`config.mk`:
```
export PLATFORM = sky130hd
export DESIGN_NAME = instr_loader
export DESIGN_NICKNAME = d
export VERILOG_FILES = /design/src/rtl/instr_loader_pkg.sv /design/src/rtl/instr_loader.sv
export SDC_FILE = /design/constraint.sdc
export NUM_CORES = 1
export LEC_CHECK = 0
export CORE_MARGIN = 5
export CORE_UTILIZATION = 55
export CTS_BUF_LIST = sky130_fd_sc_hd__clkbuf_4 sky130_fd_sc_hd__clkbuf_8
export CTS_CLUSTER_SIZE = 10
export DETAILED_ROUTE_END_ITERATION = 7
export HOLD_SLACK_MARGIN = 0.08
export PLACE_DENSITY = 0.81
export SYNTH_ARGS = -nofsm -noshare
export SYNTH_HDL_FRONTEND = slang
export SYNTH_SLANG_ARGS = --single-unit
```
`constraint.sdc`:
```
create_clock -name clk_i -period 3 [get_ports clk_i]
set_input_delay 0.9 -clock clk_i [delete_from_list [all_inputs] [get_ports clk_i]]
set_output_delay 0.9 -clock clk_i [all_outputs]
set_load 0.005 [all_outputs]
```
`src/rtl/instr_loader_pkg.sv`:
```
// Shared types and constants for the instruction loader.
// Byte width, FSM state encoding and word-size helper.
package instr_loader_pkg;

  localparam int BYTE_W = 8;

  typedef enum logic [1:0] {
    IDLE,
    RECV,
    WRITE,
    DONE
  } state_e;

  function automatic int bytes_per_word(input int dw);
    return dw / BYTE_W;
  endfunction

endpackage

```
`src/rtl/instr_loader.sv`:
```
// Byte-stream to instruction-memory loader.
// Packs bytes little-endian into words, writes them from address 0.
module instr_loader
  import instr_loader_pkg::*;
#(
  parameter int ADDR_WIDTH = 8,
  parameter int DATA_WIDTH = 32
) (
  input  logic                  clk_i,
  input  logic                  rst_ni,
  input  logic                  start_i,
  input  logic [ADDR_WIDTH:0]   word_count_i,
  input  logic                  byte_valid_i,
  input  logic [BYTE_W-1:0]     byte_i,
  output logic                  byte_ready_o,
  output logic                  we_o,
  output logic [ADDR_WIDTH-1:0] waddr_o,
  output logic [DATA_WIDTH-1:0] wdata_o,
  output logic                  busy_o,
  output logic                  done_o
);

  localparam int BPW = bytes_per_word(DATA_WIDTH);
  localparam int BCW = (BPW > 1) ? $clog2(BPW) : 1;

  localparam logic [BCW-1:0] LAST_BYTE = BCW'(BPW - 1);
  localparam logic [BCW-1:0] BC_ONE    = BCW'(1);

  localparam logic [ADDR_WIDTH-1:0] A_ONE = ADDR_WIDTH'(1);
  localparam logic [ADDR_WIDTH:0]   W_ONE = (ADDR_WIDTH+1)'(1);

  // Largest load the memory can hold: 2**ADDR_WIDTH words.
  localparam logic [ADDR_WIDTH:0] MAX_WORDS =
    {1'b1, {ADDR_WIDTH{1'b0}}};

  state_e                  state_q;
  logic [BCW-1:0]          byte_cnt_q;
  logic [ADDR_WIDTH-1:0]   addr_q;
  logic [ADDR_WIDTH:0]     words_left_q;
  logic [DATA_WIDTH-1:0]   asm_q;
  logic [DATA_WIDTH-1:0]   asm_nx;
  logic                    we_q;
  logic                    done_q;
  logic [ADDR_WIDTH-1:0]   waddr_q;
  logic [DATA_WIDTH-1:0]   wdata_q;

  // Assembly word with the incoming byte dropped into its lane.
  always_comb begin
    asm_nx = asm_q;
    asm_nx[int'(byte_cnt_q)*BYTE_W +: BYTE_W] = byte_i;
  end

  // Loader FSM with byte assembler and registered write port.
  always_ff @(posedge clk_i) begin
    if (!rst_ni) begin
      state_q      <= IDLE;
      byte_cnt_q   <= '0;
      addr_q       <= '0;
      words_left_q <= '0;
      asm_q        <= '0;
      we_q         <= 1'b0;
      done_q       <= 1'b0;
      waddr_q      <= '0;
      wdata_q      <= '0;
    end else begin
      we_q   <= 1'b0;
      done_q <= 1'b0;
      unique case (state_q)
        IDLE: begin
          if (start_i) begin
            if (word_count_i != '0) begin
              words_left_q <= (word_count_i > MAX_WORDS) ?
                              MAX_WORDS : word_count_i;
              addr_q       <= '0;
              byte_cnt_q   <= '0;
              asm_q        <= '0;
              state_q      <= RECV;
            end else begin
              done_q  <= 1'b1;
              state_q <= DONE;
            end
          end
        end
        RECV: begin
          if (byte_valid_i) begin
            asm_q <= asm_nx;
            if (byte_cnt_q == LAST_BYTE) begin
              we_q    <= 1'b1;
              waddr_q <= addr_q;
              wdata_q <= asm_nx;
              state_q <= WRITE;
            end else begin
              byte_cnt_q <= byte_cnt_q + BC_ONE;
            end
          end
        end
        WRITE: begin
          addr_q       <= addr_q + A_ONE;
          words_left_q <= words_left_q - W_ONE;
          byte_cnt_q   <= '0;
          asm_q        <= '0;
          if (words_left_q == W_ONE) begin
            done_q  <= 1'b1;
            state_q <= DONE;
          end else begin
            state_q <= RECV;
          end
        end
        DONE: begin
          state_q <= IDLE;
        end
        default: begin
          state_q <= IDLE;
        end
      endcase
    end
  end

  assign byte_ready_o = (state_q == RECV);
  assign busy_o       = (state_q != IDLE);
  assign we_o         = we_q;
  assign done_o       = done_q;
  assign waddr_o      = waddr_q;
  assign wdata_o      = wdata_q;

endmodule
```
Yosys cells after proc, flatten, opt, wreduce, memory -nomap -nowiden
Index checks and enable logic that the tools add are counted.
- input port bits: 21
- memories: 0
- output and inout port bits: 44
- ROM bits: 0
- register bits: 95
- memory bits (writable): 0
- bits in latches: 0
- eq/ne operators: 10
- $lt $le $gt $ge: 1
- shifts and indexed selects: 2
- $mul: 0
- div/mod/pow operators: 0
- bitwise gates (word level): 0
- reduce and logical (&&, ||, !) cells: 11
- add/sub/neg operators: 4
- multiplexer cells: 28
- operators by type and width (cell ; number):
    $mux W32 ; 3
    $pmux W32 S3 ; 1
    $neg A5 Y33 ; 1
    $shift A8 B33 Y32 const A ; 1
    $shiftx A8 B33 Y32 ; 1
    $bwmux W32 ; 1
    $mux W9 ; 3
    $mux W2 ; 9
    $pmux W9 S2 ; 1
    $mux W8 ; 2
    $pmux W8 S2 ; 1
    $reduce_and A3 Y1 ; 4
    $eq A9 B1 Y1 const B ; 1
    $gt A9 B9 Y1 const B ; 1
    $reduce_bool A9 Y1 ; 1
    $sub A9 B1 Y9 const B ; 1
    $add A8 B1 Y8 const B ; 1
    $ne A2 B2 Y1 const B ; 4
    $pmux W2 S4 ; 1
    $eq A2 B2 Y1 const B ; 3
    $pmux W2 S3 ; 1
    $reduce_and A5 Y1 ; 1
    $mux W1 ; 4
    $reduce_and A4 Y1 ; 1
    7 further kinds ; 8

Logic depth before layout (Yosys ltp)
Gate-level depths: netlist of the first run.
- word-level depth: 5
- mapped depth: 9
- gate-level depth less buffers: 6

Worst setup path before layout of the first run
No wires, ideal clock.
- path type: input-to-reg
- start: in word_count_i[8]
- end: reg asm_q[1]
- buffers on the path: 2
- setup slack: 0.626 ns
- data required time: 2.934 ns
- stages: 6
- library setup time: 0.066 ns
- arrival time: 2.309 ns
- cells stage by stage: buf_2 -> or4_4 -> o32ai_4 -> buf_6 -> a22oi_2 -> nor2_2
- cells in the longest elaborated chain, start to end: 3
- RTL lines (element ; RTL line ; text):
    start: declaration ; instr_loader.sv:12 ; input logic [ADDR_WIDTH:0] word_count_i,
    $reduce_bool A9 Y1 ; instr_loader.sv:71 ; if (word_count_i != '0) begin
    $ne A2 B2 Y1 (no line) ; - ;
    $reduce_and A4 Y1 (no line) ; - ;
    end signal: assignment ; instr_loader.sv:86 ; asm_q <= asm_nx;
    end: declaration ; instr_loader.sv:40 ; logic [DATA_WIDTH-1:0] asm_q;
Every way passes these cells.
A chain may end at the register's enable or synchronous reset.

Worst setup path after layout of the first run
- start: reg state_q[1]
- end: out busy_o
- cells in the longest elaborated chain, start to end: 1
- RTL lines (element ; RTL line ; text):
    start: declaration ; instr_loader.sv:36 ; state_e state_q;
    start signal: assignment ; instr_loader.sv:56 ; state_q <= IDLE;
    start signal: assignment ; instr_loader.sv:77 ; state_q <= RECV;
    start signal: assignment ; instr_loader.sv:80 ; state_q <= DONE;
    $reduce_bool A2 Y1 ; instr_loader.sv:120 ; assign busy_o = (state_q != IDLE);
    end: declaration ; instr_loader.sv:19 ; output logic busy_o,
Every way passes these cells.

==> impl_metrics.toml, run 1 <==
[final_layout]
final_cell_mix = "dfxtp_1 (95), clkdlybuf4s50_1 (64), nand2_1 (59)"
finalNetCount = 578
final_layout_size_suffix_gt1_share_pct = 9.964
utilization_pct = 68.34
fillers = 643
instances_no_fill = 654
antennaDiodeCount = 0
syn2layout_area_growth_pct = 21.18
fin_area_mm2 = 0.005254
final_common_cell = "dfxtp_1"

[setup_path]
cp.arrival_ps = 1800
path_class = "reg2out"
crit_path_end_kind = "output port"
critPathLaunchType = "flop"
r2r_start = "byte_cnt_q[0]"
rrSetupSlack_ps = 630
crit_end = "busy_o"
crit_path_start = "state_q[1]"
required_ps = 2100
r2r.worst_path.cells = 6
r2r_end = "wdata_o[21]"
cp_max_fo = 18

[route]
vias_per_cell = 5.850
drtIter0Drc = 242
met1_length_mm = 4.510
num_vias = 3826
highest_layer = "met4"
drc = 0
wirelength_mm = 10.60
wire_per_inst_um = 16.21
ant_nets = 0
wl_met2_mm = 5.478
wl_met3_um = 559
first_pass_iters = 5

[logic_synthesis]
ys_warn_count = 0
async_flop_share_pct = 0
yosys-top-cells-area = "dfxtp_1 (44%), nand2_1 (5.1%), a21oi_1 (4.8%), nor2_1 (4.5%), a22oi_1 (4.2%)"
yosysTopAreaCellShare_pct = 43.87
synth.distinct_cells = 49
yosysTopAreaCell = "dfxtp_1"
syn_area_per_cell_um2 = 8.688
syn_area_mm2 = 0.004335
synth_cells = 499
synth_ff_type = "dfxtp_1"
synth-edff-count = 0
synth_nets = 529
ys_seq_elements = 95
synth_seq_area_share_pct = 43.87

[power]
total_leakage_power_nw = 1.793
powerDensity_mw_per_mm2 = 458.9
power_mw = 2.411
ir_drop_v = 0.0002910

[job]
drv_cap = 0

[die]
die_h_um = 98.79
fp-row-count = 32
core_mm2 = 0.007687
die-area_mm2 = 0.009758
start_util_pct = 56.40
die_w_um = 98.79
pin_count = 65

[place]
dp_hpwl_mm = 7.479
portBuffers = 64
place_ws_ps = 98.76
place_area_mm2 = 0.005071
gp_congestion = 0.8559
dp.cells = 639

[clock_tree]
clkLatencyLatePin_ps = 360
h-tree-depth = 3
clkTransAtPathRegs_ps = 90
hold_buffers = 0
cts_setup_buffers = 0
cts_tree = "yes"
clk_path_buf_depth = 2
cts_resized = 0
cts_buffers = 9
root_buffer = "clkbuf_8"
numClockSinks = 95

[timing]
grt_setup_unrepaired = "false"
relSlewSlack_pct = 40.10
hold_violations = 0
max_freq_mhz = 370.3
setup_viol = 0
setup_tns_ps = 0
tightest_slew_ps = 896.7
hold_slack_ps = 458.5
clock_skew_ps = 10.21
setup_slack_ps = 299.7
drv_slew = 0
fin_crit_ps = 2700
finalCritPeriodShare_pct = 90.01

[global_route]
grt_pass1_vias = 3622
grt_max_degree = 46
grt.total_usage_pct = 21.78
grt.overflow.total = 0
antenna_found_initial = 0
grt_pass1_wl_mm = 17.66

[worst_hold_path]
hold_start = "waddr_o[0]"
hold_path_class = "reg2reg"

[run_status]
status = "finished, final reports clean"
[registers in the layout, summed over array words and instances, names as in the netlist]
register,flops
addr_q,8
we_o,1
state_q,2
wdata_o,32
byte_cnt_q,2
done_o,1
asm_q,32
waddr_o,8
words_left_q,9
[logic make-up (layout without fill, tap and decap cells)]
| group | Yosys count | in the layout | synth area share, % |
|---|---|---|---|
| DFF | 95 | 95 | 43.87 |
| buffers and inverters | 65 | 118 | 6.522 |
| and+or+nand+nor | 174 | 174 | 19.28 |
| AOI/OAI and AO/OA | 142 | 142 | 24.50 |
| adders and majority gates | 9 | 9 | 2.597 |
| muxes | 14 | 14 | 3.232 |
[worst max-delay path, cell delays in order, from the launching register on]
cell and delay, ps:
dfxtp_1 730, or2_2 220, clkdlybuf4s50_1 500
[worst min-delay path by stage]
stage | to | slack (ps) | cells after the start
floorplan | waddr_o[0] | 450 | 2
global placement | waddr_o[3] | 440 | 2
detailed placement | wdata_o[3] | 450 | 2
CTS | wdata_o[3] | 460 | 2
global route | wdata_o[3] | 480 | 2
finish | waddr_o[0] | 460 | 2
[per-layer routing]
layer  up-vias  GRT usage (%)
li1       1869              -
met1      1843          27.74
met2       108          37.09
met3         6          4.529
met4         0          6.513
met5         -              0
[where the power goes]
| part | total [mW] | internal, mW | switching (mW) |
|---|---|---|---|
| logic | 0.316 | 0.127 | 0.189 |
| clock network | 0.788 | 0.363 | 0.426 |
| registers | 1.31 | 1.28 | 0.0279 |
[cell type report]
class,instances,area (um^2),area share [%]
sequential,95,1902,36.20
tap,102,127.6,2.429
clock inverter,3,17.52,0.3334
clock buffer,12,165.2,3.144
inverter,26,97.59,1.858
multi-input combinational,339,2156,41.03
timing repair buffer,77,788.3,15.00
[cell usage after synthesis (2+ instances only)]
master / number
dfxtp_1: 95
nand2_1: 59
nor2_1: 52
a21oi_1: 42
clkbuf_1: 27
inv_1: 26
a22oi_1: 24
a22o_1: 18
mux2i_1: 14
o21ai_0: 11
a22oi_2: 10
nor2_2: 10
nor3b_1: 10
ha_1: 9
nand3_1: 9
o32ai_1: 8
buf_2: 7
a32o_1: 6
nor3_1: 6
a211oi_1: 5
nor2b_1: 5
and3_1: 4
buf_6: 4
o31ai_1: 4
o211ai_1: 3
or4_1: 3
a31oi_1: 2
nand2b_1: 2
nand4_1: 2
nor4_1: 2
nor4bb_1: 2
Note: power is estimated with default switching activity, not from simulation.
==> run 2: changes to the inputs <==
--- a/config.mk
+++ b/config.mk
@@ -12,6 +12,8 @@
 export DETAILED_ROUTE_END_ITERATION = 7
 export HOLD_SLACK_MARGIN = 0.08
 export PLACE_DENSITY = 0.81
+export SKIP_CTS_REPAIR_TIMING = 1
 export SYNTH_ARGS = -nofsm -noshare
 export SYNTH_HDL_FRONTEND = slang
 export SYNTH_SLANG_ARGS = --single-unit
+export TNS_END_PERCENT = 20
==> results of run 2 <==
No change in the layout: final DEF, timing and power equal those of run 1.
==> run 3: changes to the inputs <==
--- a/config.mk
+++ b/config.mk
@@ -6,12 +6,12 @@
 export NUM_CORES = 1
 export LEC_CHECK = 0
 export CORE_MARGIN = 5
-export CORE_UTILIZATION = 55
+export CORE_UTILIZATION = 45
 export CTS_BUF_LIST = sky130_fd_sc_hd__clkbuf_4 sky130_fd_sc_hd__clkbuf_8
 export CTS_CLUSTER_SIZE = 10
 export DETAILED_ROUTE_END_ITERATION = 7
 export HOLD_SLACK_MARGIN = 0.08
-export PLACE_DENSITY = 0.81
+export PLACE_DENSITY = 0.68
 export SKIP_CTS_REPAIR_TIMING = 1
 export SYNTH_ARGS = -nofsm -noshare
 export SYNTH_HDL_FRONTEND = slang
==> run 3 against run 2 <==
Effect of this change:
- sequential cell count is the same
- sequential share of layout area fell by 0.77 points
- clock skew is 2.6 ps higher
- global-route usage shrank 2.9 points
==> impl_metrics.toml, run 3 (synthesized netlist as in run 1, its figures left out) <==
[run_status]
status = "finished, final reports clean"

[global_route]
grt.overflow.total = 0
grt_pass1_wl_mm = 17.85
grt_pass1_vias = 3638
antenna_found_initial = 0
grt.total_usage_pct = 18.85
grt_max_degree = 46

[timing]
fin_crit_ps = 2664
relSlewSlack_pct = 39.15
grt_setup_unrepaired = "false"
max_freq_mhz = 375.3
tightest_slew_ps = 910.9
finalCritPeriodShare_pct = 88.82
setup_slack_ps = 335.5
setup_viol = 0
clock_skew_ps = 12.83
drv_slew = 0
setup_tns_ps = 0
hold_violations = 0

[route]
vias_per_cell = 5.527
wire_per_inst_um = 15.51
wirelength_mm = 10.63
drtIter0Drc = 244
ant_nets = 0
first_pass_iters = 4
drc = 0
num_vias = 3786

[clock_tree]
h-tree-depth = 3
cts_tree = "yes"
numClockSinks = 95
root_buffer = "clkbuf_8"
clkLatencyLatePin_ps = 360
cts_buffers = 9
clk_path_buf_depth = 2
clkTransAtPathRegs_ps = 100

[setup_path]
crit_path_end_kind = "output port"
cp.arrival_ps = 1760
required_ps = 2100
r2r.worst_path.cells = 6
cp_max_fo = 18
path_class = "reg2out"
rrSetupSlack_ps = 580
critPathLaunchType = "flop"
r2r_start = "byte_cnt_q[0]"
r2r_end = "wdata_o[20]"
crit_path_start = "state_q[1]"

[final_layout]
utilization_pct = 57.55
syn2layout_area_growth_pct = 23.81
final_cell_mix = "dfxtp_1 (95), clkdlybuf4s50_1 (64), nand2_1 (59)"
final_layout_size_suffix_gt1_share_pct = 10.61
instances_no_fill = 685
fillers = 846
antennaDiodeCount = 0
final_common_cell = "dfxtp_1"
finalNetCount = 581

[place]
gp_congestion = 0.8194
dp_hpwl_mm = 7.529
dp.cells = 669
portBuffers = 64
place_ws_ps = 43.63

[power]
p_int_mw = 1.991
switching_power_mw = 0.6747
p_clk_share_pct = 38.9
powerDensity_mw_per_mm2 = 496.6
power_mw = 2.666
pwr-share-seq_pct = 49.0
power.combinational.fraction_pct = 12.1
ir_drop_v = 0.0002656
total_leakage_power_nw = 1.834
swShare_pct = 25.31

[worst_hold_path]
hold_start = "waddr_o[7]"
whs_path_depth = 2
hold_path_end = "waddr_o[7]"
hold_path_class = "reg2reg"

[die]
fp-row-count = 35
die_h_um = 108.2
start_util_pct = 46.48
pin_count = 65
core_mm2 = 0.009328
die-area_mm2 = 0.01170
die_w_um = 108.2

[job]
drv_cap = 0
==> run 3: cell types whose count changed in the layout (fill, tap and decap cells not counted) <==
cell       change
buf_4          +4
buf_12         -1
clkinv_4       +1
inv_6          +1
clkinv_2       -2
bufinv_16      +3
clkbuf_8       -2
==> run 3: routing by layer <==
metal	track usage, %	vias up	routed length [um]
met5	0	-	0
met4	4.779	0	98
met3	4.716	11	526
met2	31.71	85	5074
met1	24.24	1806	4926
li1	-	1884	-
==> run 3: final cells by class <==
| class | instances | area [um^2] | area share, % |
|---|---|---|---|
| clock buffers | 10 | 137.6 | 2.564 |
| clock inverters | 6 | 115.1 | 2.145 |
| inverters | 26 | 97.59 | 1.818 |
| multi-input cells | 339 | 2156 | 40.16 |
| flip-flops and latches | 95 | 1902 | 35.43 |
| well taps | 129 | 161.4 | 3.007 |
| repair buffers | 80 | 798.3 | 14.87 |
==> run 3: how the worst max path moves through the flow <==
| stage | to | slack, ps | cells after the start |
|---|---|---|---|
| floorplan | asm_q[1] | 630 | 6 |
| global placement | asm_q[20] | 100 | 6 |
| detailed placement | asm_q[31] | 40 | 6 |
| CTS | busy_o | 310 | 2 |
| global route | busy_o | 240 | 2 |
| finish | busy_o | 340 | 2 |
==> run 3: critical path: stages (launching register included) <==
cell and delay [ps]:
dfxtp_1 710, or2_2 210, clkdlybuf4s50_1 490
==> run 3: per-stage QoR <==
stage | hold slack [ps] | instance area, um^2
finish | 459.4 | 5368
global route | 478.4 | 5368
CTS | 460.6 | 5368
detailed placement | 446.6 | 5115
global placement | 444.8 | 5115
floorplan | 452.7 | 4335
==> run 3: power by group through the flow <==
| stage | clock, mW | sequential, mW | combinational (mW) |
|---|---|---|---|
| 6_report | 1.04 | 1.31 | 0.323 |
| 5_1_grt | 1.11 | 1.31 | 0.352 |
| 3_5_place_dp | 0 | 1.34 | 0.319 |
| 2_1_floorplan | 0 | 1.32 | 0.223 |
| 3_3_place_gp | 0 | 1.33 | 0.315 |
| 4_1_cts | 1.06 | 1.31 | 0.321 |
